<file path="src/rtl/apb_regfile_slave_if.sv">
// APB4 bus bundle between an APB requester and the register-file completer.
// The slave modport is the completer view; master is the requester view.
interface apb_regfile_slave_if;
  logic [31:0] apb_addr_i;
  logic        apb_sel_i;
  logic        apb_enable_i;
  logic        apb_write_i;
  logic [3:0]  apb_strb_i;
  logic [2:0]  apb_prot_i;
  logic [31:0] apb_wdata_i;
  logic        apb_ready_o;
  logic [31:0] apb_rdata_o;
  logic        apb_slverr_o;

  modport slave (
    input  apb_addr_i, apb_sel_i, apb_enable_i, apb_write_i,
    input  apb_strb_i, apb_prot_i, apb_wdata_i,
    output apb_ready_o, apb_rdata_o, apb_slverr_o
  );

  modport master (
    output apb_addr_i, apb_sel_i, apb_enable_i, apb_write_i,
    output apb_strb_i, apb_prot_i, apb_wdata_i,
    input  apb_ready_o, apb_rdata_o, apb_slverr_o
  );
endinterface

</file>
<file path="src/rtl/apb_regfile_slave.sv">
// APB4 completer with NUM_REGS byte-strobed 32-bit registers and fixed wait states.
// Optional protection checking is enabled by defining APB_REGFILE_PROT_CHECK_EN.
module apb_regfile_slave #(
  parameter logic [31:0] BASE_ADDR   = 32'h0000_0000,
  parameter int unsigned NUM_REGS    = 8,
  parameter int unsigned WAIT_STATES = 0,
  parameter logic [31:0] RESET_VAL   = 32'h0000_0000
) (
  input  logic                     apb_clk_i,
  input  logic                     apb_resetn_i,
  apb_regfile_slave_if.slave       apb,
  output logic [NUM_REGS*32-1:0]   regs_o,
  output logic [NUM_REGS-1:0]      wr_pulse_o
);

  localparam int unsigned IDX_W = (NUM_REGS > 1) ? $clog2(NUM_REGS) : 1;
  localparam int unsigned CNT_W = 4;

  typedef enum logic {IDLE, ACCESS} state_t;

  state_t               state, state_n;
  logic [CNT_W-1:0]     cnt, cnt_n;
  logic                 ready_q, ready_n;
  logic [31:0]          rdata_q, rdata_n;
  logic                 slverr_q, slverr_n;
  logic [NUM_REGS-1:0]  pulse_q, pulse_n;
  logic [31:0]          regs [NUM_REGS];

  logic [31:0]          off;
  logic [29:0]          idx;
  logic [IDX_W-1:0]     idx_s;
  logic                 dec_err;
  logic                 prot_err;
  logic                 acc_err;
  logic [31:0]          rd_word;
  logic [31:0]          resp_rdata;
  logic                 wr_en;
  logic                 sig_unused;

  // Address decode relative to BASE_ADDR
  assign off     = apb.apb_addr_i - BASE_ADDR;
  assign idx     = off[31:2];
  assign idx_s   = idx[IDX_W-1:0];
  assign dec_err = (apb.apb_addr_i < BASE_ADDR) ||
                   (idx >= 30'(NUM_REGS)) ||
                   (apb.apb_addr_i[1:0] != 2'b00);

`ifdef APB_REGFILE_PROT_CHECK_EN
  // Unprivileged accesses fail anywhere; non-secure accesses fail on register 0
  assign prot_err   = !apb.apb_prot_i[0] || (apb.apb_prot_i[1] && (idx == 30'd0));
  assign sig_unused = ^{off[1:0], apb.apb_prot_i[2]};
`else
  assign prot_err   = 1'b0;
  assign sig_unused = ^{off[1:0], apb.apb_prot_i};
`endif

  assign acc_err    = dec_err || prot_err;
  assign rd_word    = dec_err ? 32'h0 : regs[idx_s];
  assign resp_rdata = (acc_err || apb.apb_write_i) ? 32'h0 : rd_word;

  // Next-state and response logic
  always_comb begin
    state_n  = state;
    cnt_n    = cnt;
    ready_n  = ready_q;
    rdata_n  = rdata_q;
    slverr_n = slverr_q;
    pulse_n  = '0;
    wr_en    = 1'b0;

    case (state)
      IDLE: begin
        ready_n  = 1'b0;
        rdata_n  = 32'h0;
        slverr_n = 1'b0;
        cnt_n    = '0;
        if (apb.apb_sel_i) begin
          state_n = ACCESS;
          cnt_n   = CNT_W'(WAIT_STATES);
          ready_n = (WAIT_STATES == 0);
          if (WAIT_STATES == 0) begin
            rdata_n  = resp_rdata;
            slverr_n = acc_err;
          end
        end
      end

      ACCESS: begin
        if (!apb.apb_sel_i) begin
          state_n  = IDLE;
          cnt_n    = '0;
          ready_n  = 1'b0;
          rdata_n  = 32'h0;
          slverr_n = 1'b0;
        end else if (!ready_q) begin
          cnt_n   = cnt - CNT_W'(1);
          ready_n = (cnt == CNT_W'(1));
          if (cnt == CNT_W'(1)) begin
            rdata_n  = resp_rdata;
            slverr_n = acc_err;
          end
        end else if (apb.apb_enable_i) begin
          state_n  = IDLE;
          cnt_n    = '0;
          ready_n  = 1'b0;
          rdata_n  = 32'h0;
          slverr_n = 1'b0;
          if (apb.apb_write_i && !acc_err) begin
            wr_en          = 1'b1;
            pulse_n[idx_s] = 1'b1;
          end
        end
      end

      default: begin
        state_n = IDLE;
      end
    endcase
  end

  // State and response registers
  always_ff @(posedge apb_clk_i or negedge apb_resetn_i) begin
    if (!apb_resetn_i) begin
      state    <= IDLE;
      cnt      <= '0;
      ready_q  <= 1'b0;
      rdata_q  <= 32'h0;
      slverr_q <= 1'b0;
      pulse_q  <= '0;
    end else begin
      state    <= state_n;
      cnt      <= cnt_n;
      ready_q  <= ready_n;
      rdata_q  <= rdata_n;
      slverr_q <= slverr_n;
      pulse_q  <= pulse_n;
    end
  end

  // Register bank with byte-strobe writes
  always_ff @(posedge apb_clk_i or negedge apb_resetn_i) begin
    if (!apb_resetn_i) begin
      for (int unsigned i = 0; i < NUM_REGS; i++) begin
        regs[i] <= RESET_VAL;
      end
    end else if (wr_en) begin
      for (int unsigned b = 0; b < 4; b++) begin
        if (apb.apb_strb_i[b]) begin
          regs[idx_s][8*b +: 8] <= apb.apb_wdata_i[8*b +: 8];
        end
      end
    end
  end

  always_comb begin
    regs_o = '0;
    for (int unsigned i = 0; i < NUM_REGS; i++) begin
      regs_o[32*i +: 32] = regs[i];
    end
  end

  assign apb.apb_ready_o  = ready_q;
  assign apb.apb_rdata_o  = rdata_q;
  assign apb.apb_slverr_o = slverr_q;
  assign wr_pulse_o       = pulse_q;

endmodule

</file>
<file path="src/flat_wrapper.sv">
// flat-port wrapper written by rule: the top's interface ports become plain ports
module apb_regfile_slave_flat 
#(
  parameter logic [31:0] BASE_ADDR   = 32'h0000_0000,
  parameter int unsigned NUM_REGS    = 8,
  parameter int unsigned WAIT_STATES = 0,
  parameter logic [31:0] RESET_VAL   = 32'h0000_0000
)
  (apb_clk_i, apb_resetn_i, regs_o, wr_pulse_o, apb_apb_addr_i, apb_apb_sel_i, apb_apb_enable_i, apb_apb_write_i, apb_apb_strb_i, apb_apb_prot_i, apb_apb_wdata_i, apb_apb_ready_o, apb_apb_rdata_o, apb_apb_slverr_o);
  apb_regfile_slave_if apb_i ();
  input  logic apb_clk_i;
  input  logic apb_resetn_i;
  output logic [NUM_REGS*32-1:0] regs_o;
  output logic [NUM_REGS-1:0] wr_pulse_o;
  input wire logic [$bits(apb_i.apb_addr_i)-1:0] apb_apb_addr_i;
  input wire logic [$bits(apb_i.apb_sel_i)-1:0] apb_apb_sel_i;
  input wire logic [$bits(apb_i.apb_enable_i)-1:0] apb_apb_enable_i;
  input wire logic [$bits(apb_i.apb_write_i)-1:0] apb_apb_write_i;
  input wire logic [$bits(apb_i.apb_strb_i)-1:0] apb_apb_strb_i;
  input wire logic [$bits(apb_i.apb_prot_i)-1:0] apb_apb_prot_i;
  input wire logic [$bits(apb_i.apb_wdata_i)-1:0] apb_apb_wdata_i;
  output wire logic [$bits(apb_i.apb_ready_o)-1:0] apb_apb_ready_o;
  output wire logic [$bits(apb_i.apb_rdata_o)-1:0] apb_apb_rdata_o;
  output wire logic [$bits(apb_i.apb_slverr_o)-1:0] apb_apb_slverr_o;
  assign apb_i.apb_addr_i = apb_apb_addr_i;
  assign apb_i.apb_sel_i = apb_apb_sel_i;
  assign apb_i.apb_enable_i = apb_apb_enable_i;
  assign apb_i.apb_write_i = apb_apb_write_i;
  assign apb_i.apb_strb_i = apb_apb_strb_i;
  assign apb_i.apb_prot_i = apb_apb_prot_i;
  assign apb_i.apb_wdata_i = apb_apb_wdata_i;
  assign apb_apb_ready_o = apb_i.apb_ready_o;
  assign apb_apb_rdata_o = apb_i.apb_rdata_o;
  assign apb_apb_slverr_o = apb_i.apb_slverr_o;
  apb_regfile_slave #(.BASE_ADDR(BASE_ADDR), .NUM_REGS(NUM_REGS), .WAIT_STATES(WAIT_STATES), .RESET_VAL(RESET_VAL)) u_core (.apb_clk_i(apb_clk_i), .apb_resetn_i(apb_resetn_i), .apb(apb_i), .regs_o(regs_o), .wr_pulse_o(wr_pulse_o));
endmodule
</file>
<file path="config.mk">
export PLATFORM = sky130hd
export DESIGN_NAME = apb_regfile_slave_flat
export DESIGN_NICKNAME = d
export VERILOG_FILES = /design/src/rtl/apb_regfile_slave_if.sv /design/src/rtl/apb_regfile_slave.sv /design/src/flat_wrapper.sv
export SDC_FILE = /design/constraint.sdc
export NUM_CORES = 1
export LEC_CHECK = 0
export ABC_CLOCK_PERIOD_IN_PS = 6600
export CAP_MARGIN = 20
export CORE_ASPECT_RATIO = 0.6
export CORE_MARGIN = 4
export CORE_UTILIZATION = 45
export CTS_CLUSTER_SIZE = 40
export DETAILED_ROUTE_END_ITERATION = 8
export GPL_ROUTABILITY_DRIVEN = 0
export HOLD_SLACK_MARGIN = 0.1
export PLACE_DENSITY = 0.75
export SLEW_MARGIN = 5
export SYNTH_ARGS = -nofsm -noshare
export SYNTH_HDL_FRONTEND = slang
export SYNTH_SLANG_ARGS = --single-unit
</file>
<file path="constraint.sdc">
create_clock -name apb_clk_i -period 6.6 [get_ports apb_clk_i]
set_input_delay 1.32 -clock apb_clk_i [delete_from_list [all_inputs] [get_ports apb_clk_i]]
set_output_delay 1.32 -clock apb_clk_i [all_outputs]
set_load 0.05 [all_outputs]
</file>
==> impl_metrics.json, run 1 <==
{
  "multi_input_area_um2": 5980,
  "cp_max_fo": 17,
  "rows": 49,
  "max-cap-violations": 0,
  "grt_antenna_before_repair": 1,
  "area_growth_pct": 36.1,
  "htreeDepth": 1,
  "holdBufCountCts": 0,
  "cts-root-buf": "clkbuf_16",
  "fillers": 2418,
  "critPathLaunchType": "input port",
  "maxSlewHeadroom_pct": 29.1,
  "first_global_vias": 10649,
  "grt_use_total_pct": 28.0,
  "crit_start": "apb_apb_addr_i[19]",
  "synth-xor-area-share_pct": 0.126,
  "drc": 0,
  "grt_pass1_wl_um": 70900,
  "utilization_pct": 62.5,
  "gr-total-overflow": 0,
  "clock_latency_ns": 0.55,
  "syn-mean-instance-area_um2": 13.7,
  "viasPerCell": 5.89,
  "cts_tree": "built",
  "dr.max_layer_used": "met4",
  "peakVddDrop_mv": 0.165,
  "ant_nets": 0,
  "syn_inst": 1008,
  "place_hpwl_um": 32600,
  "fin_skew_ns": 0.0125,
  "regToRegEndpoint": "u_core.regs_o[12]$_DFFE_PN0P_",
  "wl_met3_um": 4190,
  "internal-power_w": 0.00287,
  "synth_fp_nets": 1086,
  "min_from": "u_core.apb.apb_rdata_o[16]$_DFFE_PN0P_",
  "muxShareOfSynthArea_pct": 26.3,
  "ys_seq_area_share_pct": 54.7,
  "reg2reg_slack_ns": 3.32,
  "layout-drive-gt1-share_pct": 27.8,
  "postCtsSetupRepairBufs": 0,
  "ios": 374,
  "clock-sinks": 303,
  "core_um2": 30200,
  "synth_top_family_by_area": "multiplexers",
  "setup_tns_ns": 0,
  "wl_um": 48400,
  "wl_met1_um": 21200,
  "cp.arrival_ns": 4.83,
  "rsz0062_at_grt": "no",
  "numPortBuffers": 370,
  "worst_pin_slew_ns": 1.06,
  "final_cell_mix": "366 x clkdlybuf4s50_1, 303 x dfrtp_1, 276 x mux2_2",
  "drtIter0Drc": 737,
  "hold_depth": 2,
  "synthAdderAreaFrac_pct": 0.181,
  "r2r_cells": 5,
  "synthSimpleGateAreaFrac_pct": 8.47,
  "status": "finished, final reports clean",
  "hold_path_class": "reg2reg",
  "reg2reg_from": "u_core.apb.apb_ready_o$_DFF_PN0_",
  "yosys.cell_types.count": 53,
  "ctsResizeCount": 0,
  "cts_made_buffers": 29,
  "finalCriticalPeriod_ns": 4.40,
  "grt_max_degree": 180,
  "path_class": "in2reg",
  "ys_ff_latch": 303,
  "max_freq_mhz": 227,
  "switchingPower_w": 0.000875,
  "comb_power_share_pct": 6.8,
  "dieArea_um2": 33700,
  "yosysWarnings": 0,
  "holdPathEnd": "u_core.apb.apb_rdata_o[16]$_DFFE_PN0P_",
  "syn-cell-area_um2": 13900,
  "finalSetupViolCount": 0,
  "die-width_um": 234,
  "worstPathRequired_ns": 7.03,
  "vias": 10541,
  "nets": 1441,
  "crit_path_end_kind": "flip-flop",
  "final_common_cell": "clkdlybuf4s50_1",
  "powerDensity_nw_per_um2": 199,
  "path_clk_slew_ns": 0.06,
  "p_leak_nw": 8.48,
  "report.final.slew_viol_count": 0,
  "first_pass_iters": 7,
  "drt-wirelength-per-cell_um": 27.0,
  "power.share.clock_pct": 43.5,
  "synth_compound_gate_area_share_pct": 8.06,
  "seqCellArea_um2": 7580,
  "dr_wl_met2_um": 21800,
  "hold_viol_final": 0,
  "initial_core_util_pct": 45.9,
  "p_sw_share_pct": 23.3,
  "dieHeight_um": 144,
  "finalCritPeriodShare_pct": 66.6,
  "cts_max_path_buffers": 3,
  "pwr-share-seq_pct": 49.7
}
-- cells by family after synthesis --
| kind of cell | Yosys count |
|---|---|
| compound gates | 154 |
| mux | 317 |
| simple gates | 159 |
| xor+xnor | 2 |
| buf+inv | 71 |
| flops | 303 |
| fa+ha+maj | 2 |
-- cell type report --
cell class / count / area share (%)
timing repair buffer: 388 / 20.4
sequential: 303 / 40.2
multi-input combinational: 634 / 31.7
antenna: 2 / 0.0265
clock buffer: 43 / 4.34
inverter: 7 / 0.139
tap: 408 / 2.71
clock inverter: 4 / 0.392
-- worst max path at each step --
stage                                endpoint  depth (start not counted)  slack [ns]
2_1_floorplan   u_core.regs_o[24]$_DFFE_PN0P_                          7        3.01
3_3_place_gp   u_core.regs_o[201]$_DFFE_PN0P_                          6        1.62
3_5_place_dp   u_core.regs_o[245]$_DFFE_PN0P_                          6        1.62
4_1_cts        u_core.regs_o[245]$_DFFE_PN0P_                          6        2.20
5_1_grt        u_core.regs_o[245]$_DFFE_PN0P_                          6        2.06
6_report        u_core.regs_o[12]$_DFFE_PN0P_                          6        2.20
-- power by group through the flow --
stage          Sequential, W  Clock (W)  Combinational, W
2_1_floorplan        0.00190          0         0.0000989
4_1_cts              0.00186    0.00165          0.000255
6_report             0.00186    0.00163          0.000255
5_1_grt              0.00186    0.00173          0.000274
3_3_place_gp         0.00190          0          0.000249
3_5_place_dp         0.00190          0          0.000254
-- synthesized netlist by cell type, drive strengths merged --
cell	n	area share, %
inv	7	0.19
o22a	6	0.38
nor4	25	3.0
a32o	12	0.87
a31oi	4	0.18
nand2	30	0.81
or3	10	0.45
a2bb2oi	5	0.32
nor3	11	0.58
nand3	1	0.036
mux2i	25	1.8
o22ai	51	2.3
a21boi	1	0.054
mux4	6	0.98
buf	20	0.78
mux2	286	23
ha	2	0.18
a21oi	4	0.14
nor4b	3	0.19
and2	15	0.68
a211oi	4	0.22
o21ai	17	0.61
dfrtp	303	55
nor2	24	0.65
nand2b	10	0.45
clkbuf	44	1.2
a2111oi	3	0.19
xnor2	2	0.13
o21a	5	0.27
and3	1	0.045
o221ai	14	0.89
nor3b	1	0.054
or4b	1	0.072
o31a	11	0.70
nand4	4	0.18
or3b	3	0.19
or4	11	0.65
o31ai	15	0.81
nand3b	3	0.16
o41ai	2	0.13
nor2b	6	0.27
-- critical path: stages --
cell	delay [ns]
clkdlybuf4s50_1	0.39
nor4_1	0.57
nand4_1	0.76
buf_4	0.55
nor4_4	0.81
mux2_2	0.42
-- sequential cells by signal (all words and copies together), names as in the netlist --
signal	cells
u_core.apb.apb_slverr_o	1
u_core.wr_pulse_o	8
u_core.apb.apb_ready_o	1
u_core.cnt	4
u_core.apb.apb_rdata_o	32
u_core.state	1
u_core.regs_o	256
-- metal layers --
| layer | vias to the layer above | GRT usage, % |
|---|---|---|
| met1 | 5525 | 40.0 |
| met3 | 61 | 8.16 |
| met2 | 427 | 42.9 |
| met5 | - | 0 |
| li1 | 4528 | - |
| met4 | 0 | 6.12 |
-- metrics by stage --
| stage | setup WS, ns | std cells | instance area [µm²] | hold WS, ns | power [W] |
|---|---|---|---|---|---|
| finish | 2.20 | 1789 | 18900 | 0.486 | 0.00375 |
| global route | 2.06 | 1788 | 18800 | 0.509 | 0.00387 |
| CTS | 2.20 | 1786 | 18800 | 0.489 | 0.00377 |
| detailed placement | 1.62 | 1739 | 17900 | 0.476 | 0.00215 |
| global placement | 1.62 | 1738 | 17900 | 0.457 | 0.00215 |
| floorplan | 3.01 | 1008 | 13900 | 0.467 | 0.00200 |
Note: power is estimated with default switching activity, not from simulation.
==> run 2: changes to the inputs <==
--- a/config.mk
+++ b/config.mk
@@ -5,16 +5,16 @@
 export SDC_FILE = /design/constraint.sdc
 export NUM_CORES = 1
 export LEC_CHECK = 0
-export ABC_CLOCK_PERIOD_IN_PS = 6600
+export ABC_CLOCK_PERIOD_IN_PS = 3700
 export CAP_MARGIN = 20
 export CORE_ASPECT_RATIO = 0.6
 export CORE_MARGIN = 4
-export CORE_UTILIZATION = 45
+export CORE_UTILIZATION = 44
 export CTS_CLUSTER_SIZE = 40
 export DETAILED_ROUTE_END_ITERATION = 8
 export GPL_ROUTABILITY_DRIVEN = 0
 export HOLD_SLACK_MARGIN = 0.1
-export PLACE_DENSITY = 0.75
+export PLACE_DENSITY = 0.77
 export SLEW_MARGIN = 5
 export SYNTH_ARGS = -nofsm -noshare
 export SYNTH_HDL_FRONTEND = slang
==> constraint.sdc (replaced) <==
create_clock -name apb_clk_i -period 3.7 [get_ports apb_clk_i]
set_input_delay 0.74 -clock apb_clk_i [delete_from_list [all_inputs] [get_ports apb_clk_i]]
set_output_delay 0.74 -clock apb_clk_i [all_outputs]
set_load 0.05 [all_outputs]
==> impl_metrics.json, run 2 (synthesized netlist as in run 1, its figures left out) <==
{
  "grt_use_total_pct": 28.0,
  "report.final.slew_viol_count": 0,
  "hold_viol_final": 0,
  "cp_max_fo": 9,
  "first_global_vias": 11303,
  "reg2reg_slack_ns": 0.72,
  "first_pass_iters": 6,
  "cp-endpoint": "u_core.apb.apb_rdata_o[18]$_DFFE_PN0P_",
  "p_leak_nw": 8.80,
  "crit_start": "u_core.cnt[1]$_DFFE_PN0P_",
  "finalSetupViolCount": 0,
  "crit_path_end_kind": "flip-flop",
  "reg2reg_from": "u_core.cnt[1]$_DFFE_PN0P_",
  "htreeDepth": 1,
  "drc": 0,
  "rsz0062_at_grt": "no",
  "powerDensity_nw_per_um2": 350,
  "path_clk_slew_ns": 0.06,
  "finalCritPeriodShare_pct": 80.5,
  "numPortBuffers": 370,
  "initial_core_util_pct": 45.5,
  "clock_latency_ns": 0.56,
  "grt_pass1_wl_um": 74300,
  "ant_nets": 0,
  "setup_tns_ns": 0,
  "place_hpwl_um": 34800,
  "core_um2": 30500,
  "dieArea_um2": 34500,
  "final_common_cell": "clkdlybuf4s50_1",
  "r2r_cells": 7,
  "cts_max_path_buffers": 3,
  "max_freq_mhz": 336,
  "nets": 1493,
  "cp.arrival_ns": 3.43,
  "path_class": "reg2reg",
  "fin_skew_ns": 0.00976,
  "cts-root-buf": "clkbuf_16",
  "drt-wirelength-per-cell_um": 27.2,
  "drtIter0Drc": 779,
  "clock-sinks": 303,
  "regToRegEndpoint": "u_core.apb.apb_rdata_o[18]$_DFFE_PN0P_",
  "cts_made_buffers": 28,
  "ctsResizeCount": 0,
  "worstPathRequired_ns": 4.16,
  "finalCriticalPeriod_ns": 2.98,
  "peakVddDrop_mv": 0.278,
  "die-width_um": 237,
  "gr-total-overflow": 0,
  "largest_register_ff_count": 256,
  "max-cap-violations": 0,
  "critPathLaunchType": "flip-flop",
  "status": "finished, final reports clean",
  "layout-drive-gt1-share_pct": 30.9,
  "hold_path_class": "in2async",
  "ios": 374,
  "area_growth_pct": 39.8,
  "dieHeight_um": 145,
  "final_cell_mix": "366 x clkdlybuf4s50_1, 303 x dfrtp_1, 276 x mux2_2",
  "utilization_pct": 63.6,
  "grt_max_degree": 104,
  "maxSlewHeadroom_pct": 40.4,
  "cts_tree": "built",
  "holdBufCountCts": 0,
  "vias": 10844,
  "wl_um": 50100,
  "grt_antenna_before_repair": 0,
  "postCtsSetupRepairBufs": 0,
  "worst_pin_slew_ns": 0.894,
  "antenna_cells": 0,
  "rows": 49,
  "viasPerCell": 5.88
}
run 2: worst min path at each step:
stage,start,endpoint,cells past startpoint
after floorplan,apb_resetn_i,u_core.apb.apb_rdata_o[0]$_DFFE_PN0P_,0
after global placement,u_core.apb.apb_rdata_o[28]$_DFFE_PN0P_,u_core.apb.apb_rdata_o[28]$_DFFE_PN0P_,2
after detailed placement,u_core.apb.apb_rdata_o[29]$_DFFE_PN0P_,u_core.apb.apb_rdata_o[29]$_DFFE_PN0P_,2
after CTS,apb_resetn_i,u_core.regs_o[36]$_DFFE_PN0P_,1
after global routing,apb_resetn_i,u_core.apb.apb_rdata_o[4]$_DFFE_PN0P_,1
final,apb_resetn_i,u_core.apb.apb_rdata_o[4]$_DFFE_PN0P_,1
run 2: metrics by stage:
stage          cells  setup WS [ns]  hold WS, ns  power [W]  cell area, µm²
2_1_floorplan   1008          0.690        0.444    0.00357           13900
3_3_place_gp    1793          0.131        0.458    0.00385           18400
3_5_place_dp    1793          0.139        0.463    0.00386           18400
4_1_cts         1843          0.719        0.276    0.00682           19400
5_1_grt         1843          0.628        0.315    0.00701           19400
6_report        1843          0.723        0.273    0.00678           19400
run 2: worst max-delay path: stages, from the launching register on:
cell and delay [ns]:
dfrtp_1 0.39, inv_1 0.09, ha_1 0.15, nor4b_1 0.49, o21ai_0 0.28, or4b_2 0.90, buf_4 0.31, o31ai_1 0.27
run 2: layout make-up:
| class | instances | area [µm²] |
|---|---|---|
| sequential | 303 | 7580 |
| tap | 408 | 510 |
| clock buffer | 42 | 855 |
| multi-input combinational | 634 | 5980 |
| timing repair buffer | 441 | 4320 |
| fill | 2328 | 11100 |
| clock inverter | 8 | 90.1 |
| inverter | 7 | 26.3 |
run 2: per-layer routing:
metal  vias up  global-route usage, %  wire [µm]
li1       4643                      -          -
met1      5586                   38.0      20900
met2       505                   43.4      22800
met3       110                   8.81       4750
met4         0                   8.72       1710
met5         -                      0          0
run 2: power breakdown:
group          switching [W]  internal, W  total [W]
registers         0.00000663      0.00332    0.00332
clock network        0.00125      0.00173    0.00298
logic               0.000304     0.000173   0.000478
==> run 3: changes to the inputs <==
--- a/config.mk
+++ b/config.mk
@@ -5,7 +5,7 @@
 export SDC_FILE = /design/constraint.sdc
 export NUM_CORES = 1
 export LEC_CHECK = 0
-export ABC_CLOCK_PERIOD_IN_PS = 3700
+export ABC_CLOCK_PERIOD_IN_PS = 2400
 export CAP_MARGIN = 20
 export CORE_ASPECT_RATIO = 0.6
 export CORE_MARGIN = 4
==> constraint.sdc (replaced) <==
create_clock -name apb_clk_i -period 2.4 [get_ports apb_clk_i]
set_input_delay 0.48 -clock apb_clk_i [delete_from_list [all_inputs] [get_ports apb_clk_i]]
set_output_delay 0.48 -clock apb_clk_i [all_outputs]
set_load 0.05 [all_outputs]
==> impl_metrics.json, run 3 (synthesized netlist as in run 1, its figures left out) <==
{
  "max-cap-violations": 0,
  "htreeDepth": 1,
  "fin_skew_ns": 0.0117,
  "hold_path_class": "in2reg",
  "utilization_pct": 67.6,
  "grt_use_total_pct": 29.0,
  "drtIter0Drc": 853,
  "ios": 374,
  "cts_made_buffers": 30,
  "grt_max_degree": 71,
  "cp.arrival_ns": 2.84,
  "die-width_um": 237,
  "slowest_delay_ns": 0.57,
  "critPathLaunchType": "input port",
  "rsz0062_at_grt": "no",
  "clock_latency_ns": 0.57,
  "drc": 0,
  "powerDensity_nw_per_um2": 530,
  "cts_tree": "built",
  "setup_slack_ns": 0.0122,
  "crit_path_end_kind": "flip-flop",
  "p_leak_nw": 9.37,
  "nets": 1543,
  "wl_um": 52200,
  "crit_chain": "dlygate4sd2_1 > or4_4 > buf_6 > or4_4 > buf_6 > nor4_4 > buf_12 > mux2_2",
  "initial_core_util_pct": 45.5,
  "finalCriticalPeriod_ns": 2.39,
  "grt_antenna_before_repair": 1,
  "vias": 11180,
  "layout-drive-gt1-share_pct": 34.5,
  "cp_max_fo": 8,
  "path_class": "in2reg",
  "maxSlewHeadroom_pct": 57.6,
  "peakVddDrop_mv": 0.566,
  "grt_pass1_wl_um": 76900,
  "worstPathRequired_ns": 2.85,
  "worst_path_max_delay_cell": "or4_4",
  "drt-wirelength-per-cell_um": 27.6,
  "status": "finished, final reports clean",
  "finalCritPeriodShare_pct": 99.5,
  "place_hpwl_um": 37000,
  "clock-sinks": 303,
  "ant_nets": 0,
  "viasPerCell": 5.90,
  "max_freq_mhz": 419,
  "path_clk_slew_ns": 0.06,
  "cts_max_path_buffers": 3,
  "numPortBuffers": 370,
  "dieArea_um2": 34500,
  "core_um2": 30500,
  "pre_cts_slack_ns": -0.779,
  "worst_pin_slew_ns": 0.634,
  "holdWs_ns": 0.405,
  "gr-total-overflow": 0,
  "cts-root-buf": "clkbuf_16",
  "rows": 49,
  "largest_register_ff_count": 256,
  "report.final.slew_viol_count": 0,
  "first_global_vias": 11598,
  "final_common_cell": "clkdlybuf4s50_1",
  "hold_viol_final": 0,
  "first_pass_iters": 5,
  "final_cell_mix": "357 x clkdlybuf4s50_1, 302 x dfrtp_1, 181 x mux2_2",
  "dieHeight_um": 145,
  "antenna_cells": 0,
  "finalSetupViolCount": 0,
  "setup_tns_ns": 0,
  "area_growth_pct": 48.8
}
## run 3: what timing repair did
action | in CTS | in global routing
gates resized for setup | 21 | 7
endpoints found under the setup margin | 223 | 20
gates cloned | 0 | 1
hold endpoints to repair | 51 | 0
hold buffers | 1 | 0
buffers inserted | 2 | 1
pin swaps | 6 | 2
## run 3: power by group
group | switching (W) | internal, W
clock | 0.00206 | 0.00292
sequential | 0.0000100 | 0.00511
combinational | 0.000503 | 0.000301
## run 3: final cells by class
| type | instances | area, µm² |
|---|---|---|
| Fill cell | 2238 | 9860 |
| Sequential cell | 303 | 7580 |
| Multi-Input combinational cell | 635 | 6500 |
| Timing Repair Buffer | 488 | 4950 |
| Clock buffer | 44 | 905 |
| Tap cell | 408 | 510 |
| Clock inverter | 9 | 130 |
| Inverter | 7 | 26.3 |
## run 3: worst paths after layout
check,start,endpoint,slack (ns),cells after the start
setup / recovery,apb_apb_addr_i[25],u_core.regs_o[16]$_DFFE_PN0P_,0.01,8
hold / removal,apb_apb_addr_i[2],u_core.wr_pulse_o[2]$_DFF_PN0_,0.40,4
setup reg to reg,u_core.cnt[1]$_DFFE_PN0P_,u_core.apb.apb_rdata_o[24]$_DFFE_PN0P_,0.14,6
hold reg to reg,u_core.apb.apb_rdata_o[8]$_DFFE_PN0P_,u_core.apb.apb_rdata_o[8]$_DFFE_PN0P_,0.48,2
max in group asynchronous,apb_resetn_i,u_core.apb.apb_rdata_o[24]$_DFFE_PN0P_,1.17,3
min in group asynchronous,apb_resetn_i,u_core.regs_o[84]$_DFFE_PN0P_,0.45,2
## run 3: critical path: cells and delay by family
family                 cells  cell delay, ns
buffers and inverters      4            0.73
multiplexers               1            0.33
AND/OR/NAND/NOR            3            1.28
## run 3: stage by stage
stage / instance area (µm²) / std cells / power [W]
after floorplan: 14400 / 1008 / 0.00551
after global placement: 19500 / 1836 / 0.00599
after detailed placement: 19500 / 1836 / 0.00600
after CTS: 20600 / 1892 / 0.0109
after global routing: 20600 / 1894 / 0.0112
final: 20600 / 1894 / 0.0109
## run 3: per-layer routing
layer | global-route usage [%] | routed length (µm)
met4 | 7.14 | 1320
met3 | 7.48 | 4450
met2 | 43.6 | 23400
met1 | 42.3 | 23000
met5 | 0 | 20
